$ cat config.mk
export PLATFORM = sky130hd
export DESIGN_NAME = nmr_scan_sched
export DESIGN_NICKNAME = d
export VERILOG_FILES = /design/src/rtl/nmr_scan_sched.sv
export SDC_FILE = /design/constraint.sdc
export NUM_CORES = 1
export LEC_CHECK = 0
export BUFFER_PORTS_ARGS = -buffer_cell sky130_fd_sc_hd__buf_2
export CAP_MARGIN = 10
export CORE_MARGIN = 2
export CORE_UTILIZATION = 59
export DETAILED_ROUTE_END_ITERATION = 6
export PLACE_DENSITY = 0.78
export SLEW_MARGIN = 20
export SYNTH_ARGS = -nofsm -noshare
export SYNTH_HDL_FRONTEND = slang
export SYNTH_SLANG_ARGS = --single-unit
$ cat constraint.sdc
create_clock -name CLK -period 6.5 [get_ports CLK]
set_clock_uncertainty 0.05 [all_clocks]
set_input_delay 0.325 -clock CLK [delete_from_list [all_inputs] [get_ports CLK]]
set_output_delay 0.325 -clock CLK [all_outputs]
set_load 0.03 [all_outputs]
$ cat src/rtl/nmr_scan_sched.sv
// Scan-level scheduler: launches the bitstream controller NUM_SCANS times at a fixed start-to-start TR,
// steps the phase-cycle bank per scan and handles abort/timeout. Optional per-scan watchdog: SCAN_WDOG_EN.
//
// state     | meaning
// ----------+-----------------------------------------------------------
// ST_IDLE   | waiting for GO; results of last series held
// ST_LAUNCH | START high, waiting for controller DONE to drop
// ST_RUN    | scan in progress, waiting for DONE to return high
// ST_TRWAIT | scan finished, waiting out the remainder of TR
// ST_KILL   | controller held in reset for two cycles
// ST_END    | one-cycle FINISHED pulse
module nmr_scan_sched #(
  parameter int SCAN_WIDTH = 16,
  parameter int TR_WIDTH   = 32,
  parameter int BANK_WIDTH = 2,
  parameter int LAUNCH_TMO = 8,
  parameter int WDOG_WIDTH = 32
) (
  input  logic                  CLK,
  input  logic                  RST_N,
  input  logic                  GO,
  input  logic                  ABORT,
  input  logic [SCAN_WIDTH-1:0] NUM_SCANS,
  input  logic [TR_WIDTH-1:0]   TR_CYC,
  input  logic [BANK_WIDTH-1:0] NUM_BANKS,
  input  logic [WDOG_WIDTH-1:0] WDOG_CYC,
  output logic                  BSTRM_START,
  input  logic                  BSTRM_DONE,
  output logic                  BSTRM_RST,
  output logic [BANK_WIDTH-1:0] BANK_SEL,
  output logic [SCAN_WIDTH-1:0] SCAN_IDX,
  output logic                  BUSY,
  output logic                  FINISHED,
  output logic                  ABORTED,
  output logic                  ERR,
  output logic                  OVERRUN
);

  localparam int LC_W = $clog2(LAUNCH_TMO + 1);

  typedef enum logic [2:0] {
    ST_IDLE,
    ST_LAUNCH,
    ST_RUN,
    ST_TRWAIT,
    ST_KILL,
    ST_END
  } state_t;

  state_t                state;
  logic [SCAN_WIDTH-1:0] num_scans_q;
  logic [TR_WIDTH-1:0]   tr_tgt_q;
  logic [BANK_WIDTH-1:0] bank_max_q;
  logic [TR_WIDTH-1:0]   tr_ctr;
  logic [LC_W-1:0]       launch_ctr;
  logic                  kill_ctr;
  logic                  tw_first;

  logic [TR_WIDTH-1:0]   tr_ctr_inc;
  logic                  tr_due;
  logic [BANK_WIDTH-1:0] bank_nxt;
  logic [SCAN_WIDTH-1:0] idx_nxt;
  logic                  launch_tmo;
  logic                  wdog_hit;

`ifdef SCAN_WDOG_EN
  logic [WDOG_WIDTH-1:0] wd_ctr;
  logic [WDOG_WIDTH-1:0] wd_ctr_inc;

  always_comb begin
    wd_ctr_inc = (&wd_ctr) ? wd_ctr : wd_ctr + WDOG_WIDTH'(1);
    wdog_hit   = (WDOG_CYC != '0) && (wd_ctr >= WDOG_CYC - WDOG_WIDTH'(1));
  end

  always_ff @(posedge CLK) begin
    if (!RST_N || state != ST_RUN) wd_ctr <= '0;
    else                           wd_ctr <= wd_ctr_inc;
  end
`else
  logic unused_wdog;
  assign unused_wdog = ^WDOG_CYC;
  assign wdog_hit    = 1'b0;
`endif

  always_comb begin
    tr_ctr_inc = (&tr_ctr) ? tr_ctr : tr_ctr + TR_WIDTH'(1);
    tr_due     = tr_ctr >= tr_tgt_q;
    bank_nxt   = (BANK_SEL >= bank_max_q) ? '0 : BANK_SEL + BANK_WIDTH'(1);
    idx_nxt    = SCAN_IDX + SCAN_WIDTH'(1);
    launch_tmo = launch_ctr == LC_W'(LAUNCH_TMO - 1);
  end

  always_ff @(posedge CLK) begin
    if (!RST_N) begin
      state       <= ST_IDLE;
      num_scans_q <= '0;
      tr_tgt_q    <= '0;
      bank_max_q  <= '0;
      tr_ctr      <= '0;
      launch_ctr  <= '0;
      kill_ctr    <= 1'b0;
      tw_first    <= 1'b0;
      BSTRM_START <= 1'b0;
      BSTRM_RST   <= 1'b1;
      BANK_SEL    <= '0;
      SCAN_IDX    <= '0;
      BUSY        <= 1'b0;
      FINISHED    <= 1'b0;
      ABORTED     <= 1'b0;
      ERR         <= 1'b0;
      OVERRUN     <= 1'b0;
    end else begin
      case (state)
        ST_IDLE: begin
          BSTRM_RST <= 1'b0;
          // a busy controller would miss the START edge, so GO waits for DONE
          if (GO && BSTRM_DONE) begin
            num_scans_q <= NUM_SCANS;
            tr_tgt_q    <= (TR_CYC == '0) ? '0 : TR_CYC - TR_WIDTH'(1);
            bank_max_q  <= (NUM_BANKS == '0) ? '0 : NUM_BANKS - BANK_WIDTH'(1);
            SCAN_IDX    <= '0;
            BANK_SEL    <= '0;
            ABORTED     <= 1'b0;
            ERR         <= 1'b0;
            OVERRUN     <= 1'b0;
            BUSY        <= 1'b1;
            if (NUM_SCANS == '0) begin
              state    <= ST_END;
              FINISHED <= 1'b1;
            end else begin
              state       <= ST_LAUNCH;
              BSTRM_START <= 1'b1;
              tr_ctr      <= '0;
              launch_ctr  <= '0;
            end
          end
        end

        ST_LAUNCH: begin
          tr_ctr <= tr_ctr_inc;
          if (ABORT || (BSTRM_DONE && launch_tmo)) begin
            if (ABORT)                    ABORTED <= 1'b1;
            if (BSTRM_DONE && launch_tmo) ERR     <= 1'b1;
            state       <= ST_KILL;
            BSTRM_START <= 1'b0;
            BSTRM_RST   <= 1'b1;
            kill_ctr    <= 1'b0;
          end else if (!BSTRM_DONE) begin
            state       <= ST_RUN;
            BSTRM_START <= 1'b0;
          end else begin
            launch_ctr <= launch_ctr + LC_W'(1);
          end
        end

        ST_RUN: begin
          tr_ctr <= tr_ctr_inc;
          if (BSTRM_DONE) begin
            // the scan completed, so it is counted even if ABORT arrives alongside
            SCAN_IDX <= idx_nxt;
            BANK_SEL <= bank_nxt;
            if (ABORT) begin
              ABORTED   <= 1'b1;
              state     <= ST_KILL;
              BSTRM_RST <= 1'b1;
              kill_ctr  <= 1'b0;
            end else if (idx_nxt == num_scans_q) begin
              state    <= ST_END;
              FINISHED <= 1'b1;
            end else begin
              state    <= ST_TRWAIT;
              tw_first <= 1'b1;
            end
          end else if (ABORT || wdog_hit) begin
            if (ABORT)    ABORTED <= 1'b1;
            if (wdog_hit) ERR     <= 1'b1;
            state     <= ST_KILL;
            BSTRM_RST <= 1'b1;
            kill_ctr  <= 1'b0;
          end
        end

        ST_TRWAIT: begin
          tr_ctr   <= tr_ctr_inc;
          tw_first <= 1'b0;
          if (ABORT) begin
            ABORTED   <= 1'b1;
            state     <= ST_KILL;
            BSTRM_RST <= 1'b1;
            kill_ctr  <= 1'b0;
          end else if (tr_due) begin
            if (tw_first) OVERRUN <= 1'b1;
            state       <= ST_LAUNCH;
            BSTRM_START <= 1'b1;
            tr_ctr      <= '0;
            launch_ctr  <= '0;
          end
        end

        ST_KILL: begin
          if (kill_ctr) begin
            state     <= ST_END;
            BSTRM_RST <= 1'b0;
            FINISHED  <= 1'b1;
          end else begin
            kill_ctr <= 1'b1;
          end
        end

        ST_END: begin
          FINISHED <= 1'b0;
          BUSY     <= 1'b0;
          state    <= ST_IDLE;
        end

        default: begin
          state       <= ST_IDLE;
          BSTRM_START <= 1'b0;
          BUSY        <= 1'b0;
          FINISHED    <= 1'b0;
        end
      endcase
    end
  end

endmodule
Word level (Yosys, flattened, before mapping):

Cells that the tools add are included.

* bits in registers: 116

* add/subtract/negate cells: 6
* $lt $le $gt $ge: 2
* eq/ne operators: 26
* muxes and demuxes: 72
* bitwise logic cells: 3
* reductions and logical operators: 36

Operators with widths (number)
* 2-to-1 mux 32 bit: 6
* case mux 32 bit (3 select lines): 1
* 2-to-1 mux 3 bit: 11
* adder 32 x 1 -> 32 bit, second input constant: 1
* >= comparator 32 bit: 1
* zero test 32 bit: 1
* 2-to-1 mux 16 bit: 2
* case mux 16 bit (2 select lines): 1
* AND reduction 32 bit: 1
* subtractor 32 x 1 -> 32 bit, second input constant: 1
* != test 2 bit, second input constant: 15
* 2-to-1 mux 1 bit: 29
* 2-to-1 mux 4 bit: 6
* adder 16 x 1 -> 16 bit, second input constant: 1
* equality test 16 bit: 1
* zero test 16 bit: 1
* case mux 3 bit (5 select lines): 1
* AND reduction 7 bit: 2
* case mux 1 bit (4 select lines): 3
* case mux 4 bit (3 select lines): 1
* AND reduction 3 bit: 4
* AND reduction 4 bit: 3
* nonzero test 3 bit: 4
* AND reduction 5 bit: 2
* other kinds (26): 46

Logic depth before layout (Yosys ltp):

* depth after elaboration: 6
* gate-level depth with buffers: 10

Least setup slack after synthesis:

No wires, ideal clock.

* kind: register -> register
* start: reg tr_tgt_q[31]
* end: reg tr_ctr[29]
* setup time: 0.117 ns
* arrival time: 2.481 ns
* data required time: 6.333 ns
* setup slack: 3.852 ns
* stages on the path, launching flop included: 11
* buffers on the path: 1
* period minus slack after synthesis: 2.648 ns
* cells stage by stage: dfxtp_1 inv_1 ha_1 nand4_1 or3_1 a2111o_1 a211oi_1 nor3_1 clkbuf_1 a32oi_1 nand2_1

* word-level cells in the longest chain between the ends: 4

Ends and longest elaborated chain
* start: declaration: RTL line 52 `logic [TR_WIDTH-1:0] tr_tgt_q;`
* start signal: assignment: RTL line 119 `tr_tgt_q <= (TR_CYC == '0) ? '0 : TR_CYC - TR_WIDTH'(1);`
* >= comparator 32 bit: RTL line 87 `tr_due = tr_ctr >= tr_tgt_q;`
* 2-to-1 mux 32 bit: RTL line 191 `end else if (tr_due) begin`
* 2-to-1 mux 32 bit: RTL line 186 `if (ABORT) begin`
* case mux 32 bit (3 select lines): RTL line 113 `case (state)`
* end signal: assignment: RTL line 140 `tr_ctr <= tr_ctr_inc;`
* end signal: assignment: RTL line 157 `tr_ctr <= tr_ctr_inc;`
* end signal: assignment: RTL line 184 `tr_ctr <= tr_ctr_inc;`
* end: declaration: RTL line 54 `logic [TR_WIDTH-1:0] tr_ctr;`

Every way passes these cells.
A chain may end at the register's enable or synchronous reset.

Worst setup path in the final report:

* start: reg state[0]
* end: reg tr_tgt_q[31]

* word-level cells in the longest chain between the ends: 2

Ends and longest elaborated chain
* start: declaration: RTL line 50 `state_t state;`
* start signal: assignment: RTL line 95 `state <= ST_IDLE;`
* start signal: assignment: RTL line 128 `state <= ST_END;`
* start signal: assignment: RTL line 131 `state <= ST_LAUNCH;`
* zero test 3 bit: RTL line 113
* AND reduction 2 bit (no source line)

Every way passes these cells.

==> flow_summary.yaml <==
detailed_routing:
  wl_per_cell_um: 16.2
  dr.pass1.iters: 5
  drt-total-wl_um: 18700
  drt_iter0_markers: 660
  post-route-drc-count: 0
  vias_per_cell: 6.17
  vias: 7148
  antenna_left: 0
clock_network:
  clkTransAtPathRegs_ps: 50
  clockBufferDepth: 2
  hold_buffers: 0
  cts-buffers-inserted: 17
  cts.sinks: 116
  htree_levels: 4
  cts_setup_buffers: 0
  cts_tree: "done"
  post_cts_resized: 0
  clock_latency_ps: 430
  cts-root-buf: "clkbuf_16"
yosys:
  syn_area_um2: 7190
  synth_edf_count: 0
  ys_types: 64
  synth_common_cells: "nand2_1, dfxtp_1, nor2_1, a21oi_1, inv_1"
  ys.flop_type: "dfxtp_1"
  avgSynthCellArea_um2: 7.59
  yosysTopAreaCellShare: 0.323
  synthTopCellsByArea: "dfxtp_1, ha_1, nand2_1"
  synth_seq_cells: 116
  synth_most_common_cell: "nand2_1"
  yosys.area.top_type: "dfxtp_1"
  yosysSeqAreaShare: 0.323
  syn_nets: 1072
  yosysWarnings: 0
  async_reset_ff_frac: 0
  synthCells: 947
global_route:
  antenna_found_initial: 0
  grt_pass1_vias: 6569
  grt_first_pass_wirelength_um: 30900
  grt_use_total: 0.299
  grt-ovfl-total: 0
  grt_max_degree: 77
critical_path:
  worst_setup_path_start_kind: "register"
  cp.required_ps: 6790
  critical_path_peak_fanout: 46
  critPathKind: "register to register"
  arrival_ps: 3740
  endpoint_kind: "register"
timing:
  max_freq_mhz: 290
  rsz0062_at_grt: "false"
  worst_slack_ps: 3060
  finalCritPeriodShare: 0.530
  period_needed_ps: 3440
  relSlewSlack: 0.298
  fin_setup_tns_ps: 0
  worst_slew_pin_slew_ps: 1050
  setup_viol: 0
  finalHoldViolCount: 0
  slew_viol_final: 0
  hold_ws_ps: 101
power:
  pwr-share-comb: 0.174
  p_sw_frac: 0.286
  ir_worst_vdd_uv: 229
  leakagePower_nw: 3.17
  p_per_area_nw_per_um2: 253
  clockPowerShare: 0.450
  power_mw: 2.08
  p_int_mw: 1.48
  seq_power_share: 0.376
  switching_power_mw: 0.594
place:
  io_buffers: 79
  placed_cells: 1127
  dp_slack_ps: 3120
  gp_congestion: 0.930
  dp_hpwl_um: 13200
finish:
  n_antenna_cell: 0
  nets: 1124
  fillers: 1025
  area_growth_pct: 14.1
  fin_cells: 1159
  drive_gt1_frac: 0.139
die:
  fp.coreArea_um2: 12000
  dieWidth_um: 114
  ioPinCount: 112
  rows: 40
  dieArea_um2: 13100
  start_util: 0.601
  dieHeight_um: 114
flow_run:
  max_cap_violations: 0
outcome:
  outcome: "finished, final reports clean"
worst_hold_path:
  hold_path_class: "primary input to register"
## routing by layer
layer	vias to the layer above	track usage	part of all wire
met2	247	0.512	0.50
li1	3542	-	-
met4	0	0.126	0.024
met1	3320	0.355	0.42
met3	39	0.0762	0.058
met5	-	0	0
## critical path, cell delays in order, from the launching register on
cell and delay [ps]:
dfxtp_1 450, or2_2 480, or3_2 910, a31oi_4 890
nand2_1 330, o21ai_0 240
## registers in the layout (all words and copies together) (netlist names)
name / cells
ABORTED: 1
SCAN_IDX: 16
num_scans_q: 16
tr_ctr: 32
FINISHED: 1
BSTRM_RST: 1
tr_tgt_q: 32
ERR: 1
tw_first: 1
BANK_SEL: 2
bank_max_q: 2
BUSY: 1
BSTRM_START: 1
state: 3
kill_ctr: 1
OVERRUN: 1
launch_ctr: 4
## path summary, 6_finish.rpt
kind / start / to / slack [ps] / cells after the start
setup reg to reg: state[0]$_SDFFE_PN0P_ / tr_tgt_q[31]$_SDFFE_PN0P_ / 3060 / 5
hold reg to reg: tr_tgt_q[29]$_SDFFE_PN0P_ / tr_tgt_q[29]$_SDFFE_PN0P_ / 410 / 2
setup / recovery: state[0]$_SDFFE_PN0P_ / tr_tgt_q[31]$_SDFFE_PN0P_ / 3060 / 5
hold / removal: NUM_SCANS[3] / num_scans_q[3]$_SDFFE_PN0P_ / 100 / 3
## cell usage in the layout (no fill, tap or decap), drive strengths merged, types with 4 or more instances in the layout
cell / count
nand3: 36
dfxtp: 116
a22oi: 27
a31oi: 27
or4: 7
clkbuf: 23
ha: 38
a311oi: 10
nand2b: 7
a21oi: 85
nor2: 88
and4: 12
nand2: 124
xor2: 27
o21ai: 50
nand4: 23
mux2i: 6
clkinv: 5
nor3: 47
a211oi: 6
inv: 51
a21o: 4
or3: 7
nor4: 12
and2: 9
xnor2: 21
and3: 7
buf: 83
## final cells by class
class | instances | area [µm²] | area share
multi-input combinational | 730 | 4490 | 0.547
sequential | 116 | 2320 | 0.283
clock buffer | 23 | 498 | 0.0607
timing repair buffer | 83 | 425 | 0.0518
inverter | 51 | 191 | 0.0233
tap | 147 | 184 | 0.0224
clock inverter | 9 | 100 | 0.0122
## cell families (layout without fill, tap and decap cells)
logic type	Yosys count	after routing	synth area share
multiplexers	6	6	0.00835
AO/OA/AOI/OAI	243	243	0.220
AND/OR/NAND/NOR	395	395	0.268
adder cells (fa/ha/maj)	38	38	0.0661
flip-flops	116	116	0.323
XOR/XNOR	48	48	0.0585
buffers and inverters	101	166	0.0558
## metrics by stage
step / util / area (µm²)
after detailed placement: 0.636 / 7600
after floorplan: - / 7190
final: 0.686 / 8210
after CTS: 0.686 / 8200
after global routing: 0.686 / 8210
after global placement: 0.636 / 7600
## power groups by stage
stage | clock network [mW] | registers (mW) | logic (mW)
global placement | 0 | 0.794 | 0.347
global route | 0.987 | 0.785 | 0.402
floorplan | 0 | 0.796 | 0.252
finish | 0.934 | 0.782 | 0.361
detailed placement | 0 | 0.795 | 0.353
CTS | 0.944 | 0.781 | 0.357
(Power assumes the default switching activity.)
